==> config.mk <==
export PLATFORM = sky130hd
export DESIGN_NAME = hazard_unit
export DESIGN_NICKNAME = d
export VERILOG_FILES = /design/src/rtl/hazard_pkg.sv /design/src/rtl/hazard_unit_sat_counter.sv /design/src/rtl/hazard_unit.sv
export SDC_FILE = /design/constraint.sdc
export NUM_CORES = 1
export LEC_CHECK = 0
export CAP_MARGIN = 0
export CORE_ASPECT_RATIO = 0.7
export CORE_MARGIN = 5
export CORE_UTILIZATION = 44
export CTS_CLUSTER_DIAMETER = 80
export DETAILED_ROUTE_END_ITERATION = 6
export GPL_TIMING_DRIVEN = 0
export PLACE_DENSITY = 0.75
export SLEW_MARGIN = 20
export SYNTH_ARGS = -nofsm -noshare
export SYNTH_HDL_FRONTEND = slang
export SYNTH_SLANG_ARGS = --single-unit
==> constraint.sdc <==
create_clock -name clk -period 1.69 [get_ports clk]
set_input_delay 0.338 -clock clk [delete_from_list [all_inputs] [get_ports clk]]
set_output_delay 0.338 -clock clk [all_outputs]
set_load 0.02 [all_outputs]
==> src/rtl/hazard_pkg.sv <==
// Shared types and constants for the pipeline hazard unit.
package hazard_pkg;

    // Two-state freeze controller: normal flow or waiting on data memory
    typedef enum logic {
        ST_RUN      = 1'b0,
        ST_MEM_WAIT = 1'b1
    } state_t;

    // Execute operand source selects
    localparam logic [1:0] FWD_RF  = 2'b00;
    localparam logic [1:0] FWD_WB  = 2'b01;
    localparam logic [1:0] FWD_MEM = 2'b10;

    // Consecutive MEM_WAIT cycles that count as a stuck memory
    localparam logic [7:0] MEM_TIMEOUT = 8'd255;

    localparam int REG_W = 2;
    localparam int CNT_W = 8;

    // Pick the youngest in-flight producer of src; Memory beats Writeback.
    // Register 0 is deliberately treated as an ordinary register.
    function automatic logic [1:0] fwd_sel(
        input logic [REG_W-1:0] src,
        input logic [REG_W-1:0] rd_m,
        input logic             wr_m,
        input logic [REG_W-1:0] rd_w,
        input logic             wr_w
    );
        if (wr_m && (rd_m == src))
            return FWD_MEM;
        else if (wr_w && (rd_w == src))
            return FWD_WB;
        else
            return FWD_RF;
    endfunction

endpackage

==> src/rtl/hazard_unit_sat_counter.sv <==
// Saturating up-counter with synchronous clear and asynchronous active-low reset.
module sat_counter #(
    parameter int DATA_W = 8
) (
    input  logic              clk,
    input  logic              reset,
    input  logic              clear,
    input  logic              enable,
    output logic [DATA_W-1:0] count
);

    // Clear wins over enable; the count sticks at all-ones instead of wrapping
    always_ff @(posedge clk or negedge reset) begin
        if (!reset)
            count <= '0;
        else if (clear)
            count <= '0;
        else if (enable && (count != {DATA_W{1'b1}}))
            count <= count + 1'b1;
    end

endmodule

==> src/rtl/hazard_unit.sv <==
// Pipeline hazard unit: stall/flush control, operand forwarding,
// freeze-cycle statistics and data-memory timeout detection.
module hazard_unit
    import hazard_pkg::*;
(
    input  logic             clk,
    input  logic             reset,
    input  logic [REG_W-1:0] rs_d,
    input  logic [REG_W-1:0] rt_d,
    input  logic             use_rs_d,
    input  logic             use_rt_d,
    input  logic [REG_W-1:0] rs_e,
    input  logic [REG_W-1:0] rt_e,
    input  logic [REG_W-1:0] rd_e,
    input  logic             reg_write_e,
    input  logic             mem_read_e,
    input  logic [REG_W-1:0] rd_m,
    input  logic             reg_write_m,
    input  logic [REG_W-1:0] rd_w,
    input  logic             reg_write_w,
    input  logic             branch_taken_e,
    input  logic             mem_busy,
    output logic             stall_F,
    output logic             stall_D,
    output logic             stall_EM,
    output logic             flush_D,
    output logic             flush_E,
    output logic [1:0]       fwd_a_e,
    output logic [1:0]       fwd_b_e,
    output logic [CNT_W-1:0] stall_count,
    output logic             mem_timeout
);

    state_t           state;
    logic             load_use;
    logic             stall_cnt_en;
    logic             wait_cnt_en;
    logic             wait_cnt_clr;
    logic [CNT_W-1:0] wait_count;

    // A load in Execute whose destination is read by the Decode instruction
    assign load_use = mem_read_e && reg_write_e &&
                      ((use_rs_d && (rs_d == rd_e)) || (use_rt_d && (rt_d == rd_e)));

    // Stage enables and flushes; memory freeze > taken branch > load-use bubble
    always_comb begin
        stall_F  = 1'b1;
        stall_D  = 1'b1;
        stall_EM = 1'b1;
        flush_D  = 1'b0;
        flush_E  = 1'b0;
        if (mem_busy) begin
            // Whole pipe frozen; a pending branch flush waits for memory
            stall_F  = 1'b0;
            stall_D  = 1'b0;
            stall_EM = 1'b0;
        end else if (branch_taken_e) begin
            // Wrong-path instructions in D and E are discarded, pipe keeps moving
            flush_D  = 1'b1;
            flush_E  = 1'b1;
        end else if (load_use) begin
            // Hold F/D one cycle and push a bubble into Execute
            stall_F  = 1'b0;
            stall_D  = 1'b0;
            flush_E  = 1'b1;
        end
    end

    // Operand forwarding is pure decode of the current stage contents
    always_comb begin
        fwd_a_e = fwd_sel(rs_e, rd_m, reg_write_m, rd_w, reg_write_w);
        fwd_b_e = fwd_sel(rt_e, rd_m, reg_write_m, rd_w, reg_write_w);
    end

    // Freeze controller: sits in MEM_WAIT for as long as memory reports busy
    always_ff @(posedge clk or negedge reset) begin
        if (!reset)
            state <= ST_RUN;
        else
            case (state)
                ST_RUN:      state <= mem_busy ? ST_MEM_WAIT : ST_RUN;
                ST_MEM_WAIT: state <= mem_busy ? ST_MEM_WAIT : ST_RUN;
                default:     state <= ST_RUN;
            endcase
    end

    assign stall_cnt_en = !stall_D;
    assign wait_cnt_en  = (state == ST_MEM_WAIT);
    assign wait_cnt_clr = !mem_busy;

    sat_counter #(.DATA_W(CNT_W)) u_stall_cnt (
        .clk    (clk),
        .reset  (reset),
        .clear  (1'b0),
        .enable (stall_cnt_en),
        .count  (stall_count)
    );

    // Counts cycles spent in MEM_WAIT; cleared by the edge that returns to RUN
    sat_counter #(.DATA_W(CNT_W)) u_wait_cnt (
        .clk    (clk),
        .reset  (reset),
        .clear  (wait_cnt_clr),
        .enable (wait_cnt_en),
        .count  (wait_count)
    );

    // Sticky timeout flag; only reset clears it
    always_ff @(posedge clk or negedge reset) begin
        if (!reset)
            mem_timeout <= 1'b0;
        else if (wait_count == MEM_TIMEOUT)
            mem_timeout <= 1'b1;
    end

endmodule

==> flow_summary_export.csv <==
group,metric,value,unit
cts,cts_tree,"built",
yosys,synth_area,0.00116,sq mm
drt,remaining_drc_errors,0,
pwr,pwr-share-comb,0.450,
finish,seq_area,450,sq um
yosys,ys_ff_latch,18,
drt,post_drt_wl_per_cell,18.4,microns
finish,n_antenna_cell,0,
setup_path,criticalPathCategory,"in -> reg",
drt,first_iter_violations,111,
sta,drv_slew,0,
sta,rsz0062_at_grt,"true",
setup_path,cp-end-kind,"flip-flop",
die,fp.dieH,53.0,microns
setup_path,cp.required,1830,ps
pwr,power_frac_clock,0.190,
sta,post-route-period-util,1.04,
cts,clk_pin_slew_worst_paths,60,ps
yosys,synth.avg_cell_area,9.76,sq um
die,die_area,0.00378,sq mm
drt,routed-via-count,1184,
pwr,seqPwrFrac,0.360,
yosys,ys_warn_count,0,
yosys,syn-num-nets,145,
sta,finClkSkew,8.01,ps
pwr,total_power,1.87,mW
die,num_rows,15,
pwr,p_sw,0.734,mW
global_route,grt_max_degree,19,
cts,clock_path_buffers,2,
die,start_util,0.465,
placed_design,gp_congestion,0.886,
yosys,ys_types,40,
min_path,hp-class,"reg -> reg",
finish,utilization,0.755,
finish,fillers,174,
setup_path,arrival,1890,ps
run_status,status,"finished with violations",
placed_design,numPlacedInstances,194,
global_route,grt.total_usage,0.202,
global_route,grt_pass1_wl,5800,microns
finish,multi_input_area,847,sq um
sta,max_freq,0.570,GHz
placed_design,port_buffers,41,
pwr,sw_frac_of_total,0.393,
sta,setup_violations,2,
yosys,ys_seq_area_frac,0.388,
global_route,antenna_found_initial,0,
global_route,first_global_vias,1183,
sta,slew_headroom,0.450,
pwr,power_density,992,mW/mm^2
yosys,syn_inst,119,
drt,vias_per_cell,5.72,
die,core,0.00250,sq mm
drt,wirelength,3820,microns
cts,h-tree-depth,1,
die,die_w,71.4,microns
placed_design,hpwl,2530,microns
setup_path,worst-path-max-fanout,5,
cts,insertion_delay,260,ps
sta,setup_tns,-97.6,ps
sta,worst_slew_pin_slew,822,ps
drt,drt_pass1_iterations,4,
cts,root_buffer,"clkbuf_8",
finish,area_growth,62.4,%
finish,finalNetCount,200,
cts,cts.sinks,18,
global_route,global_route.overflow_total,0,
pwr,vdd_drop_max,0.653,mV
sta,finalHoldViolations,0,
finish,stdcell_count,207,
pwr,p_int,1.14,mW
cts,cts_made_buffers,3,
pwr,p_leak,0.843,nW
setup_path,cp-start-kind,"input port",
finish,layout-drive-gt1-share,0.335,
sta,fin_ws,-63.1,ps
die,io-pin-count,42,
drt,drt.antenna.violating_nets,0,
sta,min_period,1750,ps
job,maxCapViolCount,0,
run_status,violations,"setup timing",
## synth_stat cells
library cell  number  area (sq um)
a21oi_1            5          25.0
a311oi_1           1          8.76
a311oi_2           2          30.0
a31oi_1            1          6.26
a31oi_2            1          12.5
and2_1             1          6.26
and3_1             7          43.8
buf_2              1          5.00
buf_4              1          7.51
buf_6              1          11.3
clkbuf_1           1          3.75
dfrtp_1           18           450
ha_1               2          25.0
inv_1              3          11.3
inv_2              1          3.75
mux2_1             3          33.8
mux2i_1            1          10.0
nand2_1            3          11.3
nand2b_1           1          6.26
nand3_1            8          40.0
nand3b_1           1          7.51
nand3b_4           1          20.0
nand4_1            4          25.0
nor2_1            10          37.5
nor2b_1            1          6.26
nor3_1             3          15.0
nor4_1             2          12.5
o211ai_1           5          37.5
o21ai_0            1          5.00
o21ai_1            2          10.0
o21bai_1           1          7.51
o22ai_1            1          6.26
o311ai_1           1          8.76
o31a_1             1          8.76
o32a_1             1          10.0
or3_1              1          6.26
or4_1              1          7.51
or4_4              1          11.3
xnor2_1            8          70.1
xor2_1            11          96.3
## flip-flops by register name (all words and copies together) (netlist names)
signal / flops
u_stall_cnt.count: 8
u_wait_cnt.count: 8
mem_timeout: 1
state: 1
## layer usage
layer	GRT usage	routed length, microns
met5	0	0
met3	0.0702	343
met4	0.0500	14
met2	0.352	1900
met1	0.239	1560
## cell families (layout without fill, tap and decap cells)
| group | after synthesis | in the layout | synth area share |
|---|---|---|---|
| XOR/XNOR | 19 | 19 | 0.143 |
| adder cells (fa/ha/maj) | 2 | 2 | 0.0215 |
| buffers and inverters | 8 | 62 | 0.0366 |
| multiplexers | 4 | 4 | 0.0377 |
| flip-flops | 18 | 18 | 0.388 |
| AND/OR/NAND/NOR | 45 | 45 | 0.221 |
| AO/OA/AOI/OAI | 23 | 23 | 0.152 |
## final timing paths
kind	cells past startpoint	startpoint	to	slack [ps]
hold / removal	1	mem_timeout	mem_timeout	480
hold reg to reg	1	mem_timeout	mem_timeout	480
setup reg to reg	3	u_stall_cnt.count[3]	u_stall_cnt.count[7]	30
min in group asynchronous	1	reset	u_wait_cnt.count[2]	550
max in group asynchronous	1	reset	u_stall_cnt.count[7]	630
setup / recovery	5	branch_taken_e	u_stall_cnt.count[7]	-60
## cell type report
cell class              instances  area share
inverters                       4     0.00796
repair buffers                 52       0.244
flip-flops and latches         18       0.239
well taps                      34      0.0226
multi-input cells              93       0.449
clock buffers                   4      0.0292
plain buffers                   2     0.00796
## power groups by stage
stage / sequential [mW] / combinational, mW / clock, mW
CTS: 0.662 / 0.793 / 0.358
global route: 0.683 / 0.898 / 0.382
global placement: 0.656 / 0.731 / 0
finish: 0.673 / 0.842 / 0.356
detailed placement: 0.668 / 0.759 / 0
floorplan: 0.745 / 0.300 / 0
## metrics by stage
stage	area, sq um	setup slack [ps]	hold WS [ps]
after floorplan	1180	-125	42.4
after global routing	1890	-70.9	523
after CTS	1810	-38.5	489
final	1890	-63.1	481
after global placement	1630	-959	465
after detailed placement	1630	-968	463
## timing repair
| item | CTS | global route |
|---|---|---|
| gates resized for setup | 109 | 20 |
| buffers inserted | 8 | 3 |
| setup endpoints to repair | 18 | 15 |
| hold buffers | 0 | 0 |
| pin swaps | 20 | 12 |
| cloned | 0 | 0 |
## worst max-delay path: stages
cell and delay [ps]:
buf_6 90, nand3b_4 200, or4_4 610, a311oi_4 310, mux2_4 330
## cell usage in the layout (no fill, tap or decap), types with 2 or more instances in the layout
cell type | synthesis | routed
dfrtp_1 | 18 | 18
buf_4 | 1 | 15
dlygate4sd2_1 | 0 | 11
nor2_1 | 10 | 9
xnor2_1 | 8 | 8
nand3_1 | 8 | 8
xor2_1 | 11 | 7
clkdlybuf4s50_1 | 0 | 7
and3_1 | 7 | 6
o211ai_1 | 5 | 5
a21oi_1 | 5 | 5
buf_6 | 1 | 5
buf_2 | 1 | 5
xor2_4 | 0 | 4
nand4_1 | 4 | 4
clkbuf_8 | 0 | 4
dlymetal6s2s_1 | 0 | 4
inv_2 | 1 | 3
nand2_1 | 3 | 3
nor4_4 | 0 | 2
nor3_4 | 0 | 2
or4_4 | 1 | 2
mux2_4 | 0 | 2
o21ai_1 | 2 | 2
clkbuf_2 | 0 | 2
clkdlybuf4s15_2 | 0 | 2
(Power assumes the default switching activity.)
